<file path="config.mk">
export PLATFORM = sky130hd
export DESIGN_NAME = mem_port_arbiter
export DESIGN_NICKNAME = d
export VERILOG_FILES = /design/src/rtl/mem_arb_pkg.sv /design/src/rtl/mem_arb_timeout.sv /design/src/rtl/mem_port_arbiter.sv
export SDC_FILE = /design/constraint.sdc
export NUM_CORES = 1
export LEC_CHECK = 0
export BUFFER_PORTS_ARGS = -buffer_cell sky130_fd_sc_hd__buf_2
export CAP_MARGIN = 20
export CORE_AREA = 2 2 118 120
export CTS_CLUSTER_SIZE = 24
export DETAILED_ROUTE_END_ITERATION = 10
export DIE_AREA = 0 0 120 122
export PLACE_DENSITY = 0.64
export SLEW_MARGIN = 25
export SYNTH_ARGS = -nofsm -noshare
export SYNTH_HDL_FRONTEND = slang
export SYNTH_SLANG_ARGS = --single-unit
export TNS_END_PERCENT = 20
</file>
<file path="constraint.sdc">
create_clock -name clk -period 2.2 [get_ports clk]
set_clock_uncertainty 0.1 [all_clocks]
set_input_delay 0.11 -clock clk [delete_from_list [all_inputs] [get_ports clk]]
set_output_delay 0.11 -clock clk [all_outputs]
set_load 0.02 [all_outputs]
</file>
<file path="src/rtl/mem_arb_pkg.sv">
// Shared types and the grant-priority helper for the memory port arbiter.
package mem_arb_pkg;

  typedef enum logic [1:0] {
    ARB_IDLE = 2'd0,
    ARB_INS  = 2'd1,
    ARB_DATA = 2'd2
  } arb_state_t;

  typedef enum logic [1:0] {
    GRANT_NONE = 2'd0,
    GRANT_INS  = 2'd1,
    GRANT_DATA = 2'd2
  } grant_t;

  // Data wins unless the starvation guard asks to let a waiting fetch through.
  function automatic grant_t pick_grant(input logic ins_req, input logic data_req,
                                        input logic force_ins);
    if (data_req && !(force_ins && ins_req)) return GRANT_DATA;
    if (ins_req) return GRANT_INS;
    return GRANT_NONE;
  endfunction

endpackage

</file>
<file path="src/rtl/mem_arb_timeout.sv">
// Wait-cycle counter for an outstanding memory access; expired flags the
// TIMEOUT-th consecutive wait cycle. TIMEOUT=0 never expires.
module mem_arb_timeout #(
  parameter int TIMEOUT = 255
) (
  input  logic clk,
  input  logic rst_n,
  input  logic clr,
  input  logic en,
  output logic expired
);

  localparam int CW     = $clog2(TIMEOUT + 2);
  localparam int LAST_I = (TIMEOUT > 0) ? TIMEOUT - 1 : 0;
  localparam logic [CW-1:0] LAST = LAST_I[CW-1:0];

  logic [CW-1:0] count;

  always_ff @(posedge clk or negedge rst_n) begin
    if (!rst_n) begin
      count <= '0;
    end else if (clr) begin
      count <= '0;
    end else if (en) begin
      count <= count + CW'(1);
    end
  end

  // count is 0 in the first wait cycle, so LAST marks wait cycle number TIMEOUT
  assign expired = (TIMEOUT != 0) && en && (count == LAST);

endmodule

</file>
<file path="src/rtl/mem_port_arbiter.sv">
// Two-requester (fetch/data) arbiter for a single variable-latency memory port.
// Optional fetch starvation guard: define MEM_ARB_STARVE_GUARD_EN.
module mem_port_arbiter
  import mem_arb_pkg::*;
#(
  parameter int ADDR_W       = 32,
  parameter int DATA_W       = 32,
  parameter int TIMEOUT      = 255,
  parameter int STARVE_LIMIT = 4
) (
  input  logic              clk,
  input  logic              rst_n,
  input  logic              ins_req,
  input  logic [ADDR_W-1:0] ins_addr,
  output logic [DATA_W-1:0] ins_rdata,
  output logic              ins_busy,
  input  logic              data_req,
  input  logic              data_write,
  input  logic [ADDR_W-1:0] data_addr,
  input  logic [DATA_W-1:0] data_wdata,
  output logic [DATA_W-1:0] data_rdata,
  output logic              data_busy,
  output logic              mem_req,
  output logic              mem_write,
  output logic [ADDR_W-1:0] mem_addr,
  output logic [DATA_W-1:0] mem_wdata,
  input  logic [DATA_W-1:0] mem_rdata,
  input  logic              mem_ready,
  output logic              bus_error
);

  arb_state_t        state, state_next;
  grant_t            grant;
  logic              mem_req_next, mem_write_next;
  logic [ADDR_W-1:0] mem_addr_next;
  logic [DATA_W-1:0] mem_wdata_next;
  logic              active, expired, complete, abort, take, force_ins;
  logic              ins_end, data_end;

  assign active   = (state != ARB_IDLE);
  assign complete = active & mem_ready;
  assign abort    = active & ~mem_ready & expired;
  // A new grant can be issued from idle or on the very edge an access completes.
  assign take     = ~active | complete;

  mem_arb_timeout #(.TIMEOUT(TIMEOUT)) u_timeout (
    .clk     (clk),
    .rst_n   (rst_n),
    .clr     (~active | mem_ready | expired),
    .en      (active),
    .expired (expired)
  );

`ifdef MEM_ARB_STARVE_GUARD_EN
  localparam int SW = $clog2(STARVE_LIMIT + 2);
  logic [SW-1:0] starve_cnt, starve_cnt_next;

  assign force_ins = (starve_cnt >= SW'(STARVE_LIMIT));

  always_comb begin
    starve_cnt_next = starve_cnt;
    if (grant == GRANT_INS) begin
      starve_cnt_next = '0;
    end else if (grant == GRANT_DATA) begin
      starve_cnt_next = ins_req ? starve_cnt + SW'(1) : '0;
    end
  end

  always_ff @(posedge clk or negedge rst_n) begin
    if (!rst_n) starve_cnt <= '0;
    else        starve_cnt <= starve_cnt_next;
  end
`else
  logic unused_starve_limit;
  assign unused_starve_limit = (STARVE_LIMIT != 0);
  assign force_ins = 1'b0;
`endif

  always_comb begin
    state_next     = state;
    mem_req_next   = mem_req;
    mem_write_next = mem_write;
    mem_addr_next  = mem_addr;
    mem_wdata_next = mem_wdata;
    grant          = GRANT_NONE;
    if (abort) begin
      state_next     = ARB_IDLE;
      mem_req_next   = 1'b0;
      mem_write_next = 1'b0;
    end else if (take) begin
      grant = pick_grant(ins_req, data_req, force_ins);
      unique case (grant)
        GRANT_DATA: begin
          state_next     = ARB_DATA;
          mem_req_next   = 1'b1;
          mem_write_next = data_write;
          mem_addr_next  = data_addr;
          mem_wdata_next = data_wdata;
        end
        GRANT_INS: begin
          state_next     = ARB_INS;
          mem_req_next   = 1'b1;
          mem_write_next = 1'b0;
          mem_addr_next  = ins_addr;
        end
        default: begin
          state_next     = ARB_IDLE;
          mem_req_next   = 1'b0;
          mem_write_next = 1'b0;
        end
      endcase
    end
  end

  always_ff @(posedge clk or negedge rst_n) begin
    if (!rst_n) begin
      state     <= ARB_IDLE;
      mem_req   <= 1'b0;
      mem_write <= 1'b0;
      mem_addr  <= '0;
      mem_wdata <= '0;
    end else begin
      state     <= state_next;
      mem_req   <= mem_req_next;
      mem_write <= mem_write_next;
      mem_addr  <= mem_addr_next;
      mem_wdata <= mem_wdata_next;
    end
  end

  // An aborted access also releases its requester, but with zero read data.
  assign ins_end    = (state == ARB_INS)  & (mem_ready | expired);
  assign data_end   = (state == ARB_DATA) & (mem_ready | expired);
  assign ins_busy   = ins_req  & ~ins_end;
  assign data_busy  = data_req & ~data_end;
  assign ins_rdata  = (ins_req  && state == ARB_INS  && mem_ready) ? mem_rdata : '0;
  assign data_rdata = (data_req && state == ARB_DATA && mem_ready) ? mem_rdata : '0;
  assign bus_error  = abort;

endmodule

</file>
# == Yosys cells after proc, flatten, opt, wreduce, memory -nomap -nowiden ==
# Index checks and enable logic that the tools add are counted.
# totals
word_cells,67
output_inout_bits,133
inputBits,134
register_bits,77
# classes
eq_ne,5
n_addsub,1
mux,27
bitwise,16
n_reduce_logical,12
# op_table
cell,count
$mux 32,2
$pmux 32 s2,1
$mux 9,2
$mux 2,8
$mux 1,13
$add 9x1->9 const B,1
$eq 9x8->1 const B,1
$reduce_bool 2->1,4
$and 1x1->1,7
$reduce_and 3->1,2
$logic_and 1x1->1,5
$not 1->1,5
$eq 2x1->1 const B,2
$eq 2x2->1 const B,2
$or 1x1->1,4
$pmux 2 s2,1
$reduce_or 2->1,1

# == Logic depth before layout (Yosys ltp) ==
# Gate-level depths: netlist (run 1).
# depth
depth_word,17
depth_mapped,6
ltp_nobuf,6

# == By module ==
# From an unflattened synthesis (run 1), not the netlist that was laid out.
# unflattened
hier_cells,317
area_unflattened_um2,4011.3
# modules_own_cells
mod,area_each_um2,instances,seq_area_each_um2,cells_each
mem_port_arbiter,3534.6,1,1701.6,269
mem_arb_timeout,476.7,1,225.2,48

# == Least setup slack after synthesis (run 1) ==
# No wires, ideal clock.
# synth_path
path_kind,register to output
from,reg u_timeout.count[0]
to,out data_busy
path_buffers,0
arrival_ns,1.449
t_required_ns,1.990
stages_incl_launch_ff,7
slack_ns,0.541
cell_sequence,dfrtp_1 -> inv_1 -> ha_1 -> nor2b_1 -> and4b_4 -> or2_4 -> a21boi_2
# synth_via
elab_chain_len,6
# synth_lines
element,line_no,rtl
start: declaration,mem_arb_timeout.sv:17,logic [CW-1:0] count;
start signal: assignment,mem_arb_timeout.sv:25,count <= count + CW'(1);
$eq 9x8->1,mem_arb_timeout.sv:30,assign expired = (TIMEOUT != 0) && en && (count == LAST);
$logic_and 1x1->1,mem_arb_timeout.sv:30,
$or 1x1->1,mem_port_arbiter.sv:133,assign data_end = (state == ARB_DATA) & (mem_ready | expired);
$and 1x1->1,mem_port_arbiter.sv:133,
$not 1->1,mem_port_arbiter.sv:135,assign data_busy = data_req & ~data_end;
$and 1x1->1,mem_port_arbiter.sv:135,
end: declaration,mem_port_arbiter.sv:22,"output logic data_busy,"
# Every way passes these cells.

# == Final worst setup path (run 1) ==
# Ends and elaborated chain as after synthesis.

==> impl_results.md, run 1 <==
* Placed Instances at 777
* Reg2reg start: state[1]$_DFFE_PN0P_
* Final WL at around 13 mm
* Synthesis-stage register bit count at 77
* Final WS setup at between 0.07 and 0.08 ns
* Setup tns final at 0 ns
* Worst Path Arrival at 1.92 ns
* Static Leakage at 3.44 nW
* Switching Fraction at slightly below 30%
* GP Congestion at 0.850
* Clk_lat worst skew at about 0.32 ns
* Syn Inst Count at around 350
* Die area at 14,600 sq um
* Initial antenna violation count at 6
* DP Worst Slack at 0.372 ns
* Setup CP Type: reg2out
* Final period util at 96.6%
* Clk pwr share at 33.4%
* Combinational power share at between 20% and 30%
* Syn-to-layout area delta at 64.2%
* Status: finished clean
* Clock root cell: clkbuf_16
* Cell family with most CP delay: simple AND/OR/NAND/NOR gates
* Register area at about 1900 sq um
* Final hold vios at 0
* Nets@finish at about 820
* Final-layout fill cell count at about 1,200
* # IOs at roughly 270
* DRC viols at 0
* Max incr delay on CP at around 0.37 ns
* FF-to-FF path depth at 3
* Maxcap violations at 0
* Via count at between 3,000 and 4,000
* Instance count on the critical path at 7
* Post-Syn Area at about 4000 sq um
* First-pass DRT Iterations at 4
* Chip Width at about 120 microns
* Clock sink total at between 70 and 80
* Buf/Inv on CP at 2
* DP Wirelength at 9.22 mm
* Critical path launch point type: flip-flop
* Min-delay worst type: in2reg
* Slew margin rel. at between 50% and 60%
* Req. time, crit path at between 1.5 and 2 ns
* Critical Path, Cell by Cell: inv_1 -> ha_1 -> nor2b_1 -> and4b_4 -> or2_4 -> a21boi_2 -> buf_2
* Sw power at 1.37 mW
* Pwr Density at between 700 and 800 nW/um^2
* Synth warn at 0
* Hold WS at between 0.006 and 0.007 ns
* Sequential area share after synthesis at between 40% and 50%
* Final setup viols at 0
* CP max-delay cell: dfrtp_1
* Area of the multi-input gates at approximately 1900 sq um
* Vias in the first global route at between 3,000 and 4,000
* Crit path to: data_busy
* Clock H-tree levels at 3
* IO buf count at about 270
* Critical path fanouts, max at 4
* Syn_area_per_cell at 11.4 sq um
* Crit end category: output pin
* WL/cell at 14.4 microns
* Via density at around 4.4
* Largest net degree at the start of global routing at a little under 80
* Syn nets at slightly below 500
* Design Power at roughly 4.6 mW
* Seq pwr share at between 30% and 40%
* CTS tree: yes
* Total GRT Usage at between 10% and 20%
* Worst setup path startpoint: u_timeout.count[0]$_DFFE_PN0P_
* Min cycle time layout at 2.13 ns
* First DRT Iteration DRCs at a little over 100
* Row count at between 40 and 50
* First-pass GRT wire length at 18.8 mm
* Total gr overflow at 0
* Core box area at 13,500 sq um
* Initial Util at ~29%
* Die Y at 122 microns
* Worst-path clk slew at approximately 0.050 ns
* Fraction of layout cells with a size suffix above 1 at 48.2%
* Peak VDD IR at between 0.3 and 0.4 mV
* FMAX at 0.470 GHz
* Post-Layout Cell Count at slightly below 900
* CTS max path bufs at 2
* Slew @ Worst Pin at around 0.68 ns
* RSZ-0062 raised after global routing: false
* Flop-to-flop setup slack at approximately 0.44 ns
* CTS Buf Count at 9
* Netlist cell types at 36
* ANT nets after route at 0
* Crit Reg-Reg Endpoint: mem_wdata[1]$_DFFE_PN0P_
* Final Max Tran Viols at 0
* Power Internal at 3.25 mW
## through the flow
step	instance area, sq um	utilization [%]
6_report	6510	48.2
5_1_grt	6500	48.2
4_1_cts	6470	47.9
3_5_place_dp	5400	40.0
3_3_place_gp	5400	40.0
2_1_floorplan	3970	-
## synth_stat cells (all sizes together)
cell type	count	area share, %
xor2	3	0.66
o21ai	38	5.1
mux2i	33	8.3
o21bai	1	0.47
nand2b	1	0.35
a31oi	1	0.16
xnor2	1	0.22
or2	2	0.44
dfrtp	77	49
inv	4	0.38
ha	2	0.63
nor2	10	0.95
nor2b	2	0.32
nand2	38	3.8
and3	2	0.47
and4	1	0.22
nand4b	1	0.22
a21boi	2	0.57
and4b	1	0.35
clkbuf	4	0.47
nand3	2	0.25
and2	66	10
nand4	2	0.32
mux2	32	12
buf	16	3.7
nor3	1	0.13
a21oi	5	0.63
## repair_timing
| action | 4_1_cts | 5_1_grt |
|---|---|---|
| resized for setup | 0 | 1 |
| hold buffers | 76 | 0 |
| setup buffers | 0 | 0 |
| hold endpoints to repair | 132 | 0 |
| setup endpoints to repair | 0 | 21 |
## cell type report
type | instances | area share [%]
timing repair buffer | 346 | 33.0
antenna | 3 | 0.115
tap | 180 | 3.46
sequential | 77 | 29.6
clock buffer | 10 | 3.67
multi-input combinational | 247 | 28.8
inverter | 4 | 0.231
clock inverter | 5 | 1.15
## metal layers
| metal | vias up | share of wire, % | GRT usage (%) |
|---|---|---|---|
| met5 | - | 0 | 0 |
| met4 | 0 | 2.1 | 6.62 |
| met3 | 18 | 10 | 5.48 |
| met2 | 197 | 51 | 29.8 |
| met1 | 1743 | 37 | 18.3 |
| li1 | 1843 | - | - |
## cell families after synthesis
group,after synthesis,share of synthesized area (%)
buf+inv,24,4.58
mux,65,20.2
simple gates,129,18.2
flops,77,48.6
compound gates,47,6.91
fa+ha+maj,2,0.631
xor+xnor,4,0.884
## worst min-delay path, cell delays in order
cell and delay, ns:
buf_2 0.07, mux2i_1 0.06, o21ai_0 0.15
## power by group through the flow
| stage | clock, mW | sequential [mW] | combinational [mW] |
|---|---|---|---|
| floorplan | 0 | 2.03 | 0.471 |
| global placement | 0 | 1.77 | 1.17 |
| detailed placement | 0 | 1.78 | 1.20 |
| CTS | 1.60 | 1.76 | 1.31 |
| global route | 1.67 | 1.79 | 1.42 |
| finish | 1.55 | 1.76 | 1.32 |
## state kept, by name, summed over array words and instances (netlist names)
register	cells
mem_req	1
mem_write	1
mem_wdata	32
mem_addr	32
u_timeout.count	9
state	2
## how the worst min path moves through the flow
| stage | cells after the start | slack (ns) | end | startpoint |
|---|---|---|---|---|
| floorplan | 0 | -0.29 | mem_addr[0]$_DFFE_PN0P_ | rst_n |
| global placement | 1 | 0.21 | mem_wdata[12]$_DFFE_PN0P_ | rst_n |
| detailed placement | 1 | 0.23 | mem_wdata[27]$_DFFE_PN0P_ | rst_n |
| CTS | 3 | 0.002 | mem_addr[28]$_DFFE_PN0P_ | data_addr[28] |
| global route | 3 | 0.007 | mem_addr[5]$_DFFE_PN0P_ | data_addr[5] |
| finish | 3 | 0.007 | mem_addr[5]$_DFFE_PN0P_ | ins_addr[5] |
## placed cells by master, fill, tap and decap left out, types with 5 or more instances in the layout
cell           count
mux2_4            29
a21oi_1            5
dfrtp_1           77
buf_2            265
clkbuf_16          9
o21ai_0           31
dlygate4sd3_1     76
and2_1            65
nor2_1            10
mux2i_1           33
nand2_1           37
No activity file was read; power rests on OpenSTA's default activity.
==> inputs of run 2 (changes only) <==
- CORE_AREA: 2 2 118 120 -> 2 2 141 102
- DIE_AREA: 0 0 120 122 -> 0 0 143 104
==> run 2 against run 1 <==
  * The flow now finishes with violations (hold timing)
  * Combinational power about the same
  * Clock power down 5%
  * Clock-buffer cell count down 1
  * Sequential power about the same
  * Largest power group unchanged
  * Design area up 1.5%
  * Critical path depth unchanged
  * Register-to-register slack worse by 0.05 ns
==> impl_results.md, run 2 (synthesized netlist as in run 1, its figures left out) <==
* First DRT Iteration DRCs at 126 (+25%)
* Maxcap violations at 0 (unchanged)
* Final WL at 12.5 mm (about the same)
* Total GRT Usage at 16.4% (-0.30 points)
* CTS tree: yes
* Hold depth at 3 (unchanged)
* N_diodes at 0 (-3)
* Final WS setup at 0.130 ns (+0.0564 ns)
* Die Y at 104 microns (-15%)
* CTS Buf Count at 9 (unchanged)
* Slew @ Worst Pin at 0.704 ns (+0.0240 ns)
* Commonest non-fill, non-tap cells in the layout: 263 x buf_2, 85 x dlygate4sd3_1, 77 x dfrtp_1
* Setup CP Type: reg2out
* Peak VDD IR at 0.375 mV (+16%)
* Pwr Density at 693 nW/um^2 (-2.4%)
* RSZ-0062 raised after global routing: false
* Final-layout fill cell count at 1,238 (-0.64%)
* Fraction of layout cells with a size suffix above 1 at 47.9% (-0.33 points)
* Fin area at 6610 sq um (+1.5%)
* # IOs at 267 (unchanged)
* Power Internal at 3.14 mW (-3.5%)
* Nets@finish at 830 (+1.1%)
* Final setup viols at 0 (unchanged)
* Initial Util at 29.2% (-0.12 points)
* Flop-to-flop setup slack at 0.39 ns (-0.05 ns)
* Reg2reg start: state[1]$_DFFE_PN0P_
* Status: complete, but fails checks
* Static Leakage at 3.45 nW (+0.51%)
* CTS max path bufs at 2 (unchanged)
* Die area at 14,900 sq um (+1.6%)
* WL/cell at 14.1 microns (-1.8%)
* FMAX at 0.483 GHz (+2.7%)
* Failing checks: hold timing
* Clk pwr share at 32.3% (-1.1 points)
* Seq pwr share at 38.4% (+0.3 points)
* First-pass GRT wire length at 19.2 mm (+2.2%)
* Critical Path, Cell by Cell: inv_1 -> ha_2 -> nor2b_2 -> and4b_4 -> or2_4 -> a21boi_2 -> buf_4
* Crit end category: output pin
* Clock root cell: clkbuf_16
* Min-delay src: ins_addr[23]
* Sw power at 1.45 mW (+5.2%)
* Critical path launch point type: flip-flop
* Switching Fraction at 31.5% (+1.8 points)
* Largest net degree at the start of global routing at 78 (unchanged)
* Via count at 3,820 (+0.50%)
* Crit Reg-Reg Endpoint: mem_wdata[14]$_DFFE_PN0P_
* DRC viols at 0 (unchanged)
* DP Wirelength at 8.69 mm (-5.8%)
* CP max-delay cell: dfrtp_1
* Placed cell areas at 5450 sq um (+0.97%)
* Clock H-tree levels at 3 (unchanged)
* Final hold vios at 1 (+1)
* Min cycle time layout at 2.07 ns (-0.0564 ns)
* Critical path fanouts, max at 4 (unchanged)
* Register area at 1930 sq um (unchanged)
* Hold WS at -0.00153 ns (-0.00832 ns)
* Final Max Tran Viols at 0 (unchanged)
* Final period util at 94.1% (-2.6 points)
* Slew margin rel. at 53.0% (-1.6 points)
* Initial antenna violation count at 0 (-6)
* ANT nets after route at 0 (unchanged)
* Chip Width at 143 microns (+19%)
* Clk_lat worst skew at 0.33 ns (about the same)
* Via density at 4.30 (-1.3%)
* Area of the multi-input gates at 1880 sq um (+0.27%)
* IO buf count at 266 (unchanged)
* DP Worst Slack at 0.394 ns (+0.0224 ns)
* GP Congestion at 0.822 (-3.4%)
* Min-delay worst type: in2reg
* First-pass DRT Iterations at 4 (unchanged)
* Combinational power share at 29.3% (+0.8 points)
* Setup tns final at 0 ns (unchanged)
* Most common cell after layout, fill and taps aside: buf_2
* Max incr delay on CP at 0.37 ns (about the same)
* Worst Path Arrival at 1.86 ns (-0.06 ns)
* Largest regs: mem_addr x32, mem_wdata x32, u_timeout.count x9
* Vias in the first global route at 3,822 (+1.4%)
* Layout Utilization at 48.8% (+0.54 points)
* Total gr overflow at 0 (unchanged)
* Worst-path clk slew at 0.06 ns (about the same)
* Row count at 36 (-16%)
* Clock sink total at 77 (unchanged)
* Syn-to-layout area delta at 66.7%
* Post-Layout Cell Count at 888 (+1.8%)
* Core box area at 13,600 sq um (+0.40%)
* Worst hold endpoint: mem_addr[23]$_DFFE_PN0P_
* Placed Instances at 788 (+1.4%)
* FF-to-FF path depth at 3 (unchanged)
* Req. time, crit path at 1.99 ns (about the same)
==> run 2: worst max-delay path by stage <==
| stage | startpoint | end | slack (ns) | cells after the start |
|---|---|---|---|---|
| 2_1_floorplan | u_timeout.count[0]$_DFFE_PN0P_ | data_busy | 0.54 | 6 |
| 3_3_place_gp | data_req | mem_addr[23]$_DFFE_PN0P_ | 0.37 | 4 |
| 3_5_place_dp | state[1]$_DFFE_PN0P_ | mem_wdata[15]$_DFFE_PN0P_ | 0.39 | 3 |
| 4_1_cts | u_timeout.count[0]$_DFFE_PN0P_ | ins_busy | 0.07 | 7 |
| 5_1_grt | u_timeout.count[0]$_DFFE_PN0P_ | ins_busy | 0.004 | 7 |
| 6_report | u_timeout.count[0]$_DFFE_PN0P_ | ins_busy | 0.13 | 7 |
==> run 2: power by group through the flow <==
stage	clock, mW	sequential (mW)	combinational, mW
after CTS	1.54	1.75	1.34
after floorplan	0	2.03	0.471
after global routing	1.61	1.78	1.44
after detailed placement	0	1.77	1.22
after global placement	0	1.77	1.18
final	1.48	1.76	1.34
==> run 2: layout make-up <==
class                      count  area share [%]
timing repair buffer         355            34.1
sequential                    77            29.1
multi-input combinational    247            28.4
tap                          190            3.60
clock buffer                   9            3.41
clock inverter                 6            1.06
inverter                       4           0.227
==> run 2: timing repair <==
action                                 CTS  global route
hold buffers                            85             0
buffers inserted                         0             0
endpoints found under the hold margin  137             0
setup endpoints to repair                0            34
gates resized for setup                  0             5
==> run 2: stage by stage <==
step	hold slack, ns	power (mW)
final	-0.00153	4.58
after global routing	0.00543	4.83
after CTS	0.00135	4.64
after detailed placement	0.246	2.99
after global placement	0.221	2.95
after floorplan	-0.286	2.50
==> run 2: worst max-delay path, delay by kind of cell, from the launching register on <==
kind / cells / cell delay [ns]
flip-flops: 1 / 0.37
adder cells (fa/ha/maj): 1 / 0.18
buffers and inverters: 2 / 0.21
AND/OR/NAND/NOR: 3 / 0.63
AO/OA/AOI/OAI: 1 / 0.14
==> run 2: routing by layer <==
| metal | global-route usage [%] | wire length (microns) | up-vias |
|---|---|---|---|
| met2 | 29.7 | 6500 | 157 |
| met3 | 4.14 | 728 | 15 |
| met1 | 19.0 | 5120 | 1795 |
| li1 | - | - | 1853 |
| met5 | 0 | 0 | - |
| met4 | 4.74 | 169 | 0 |
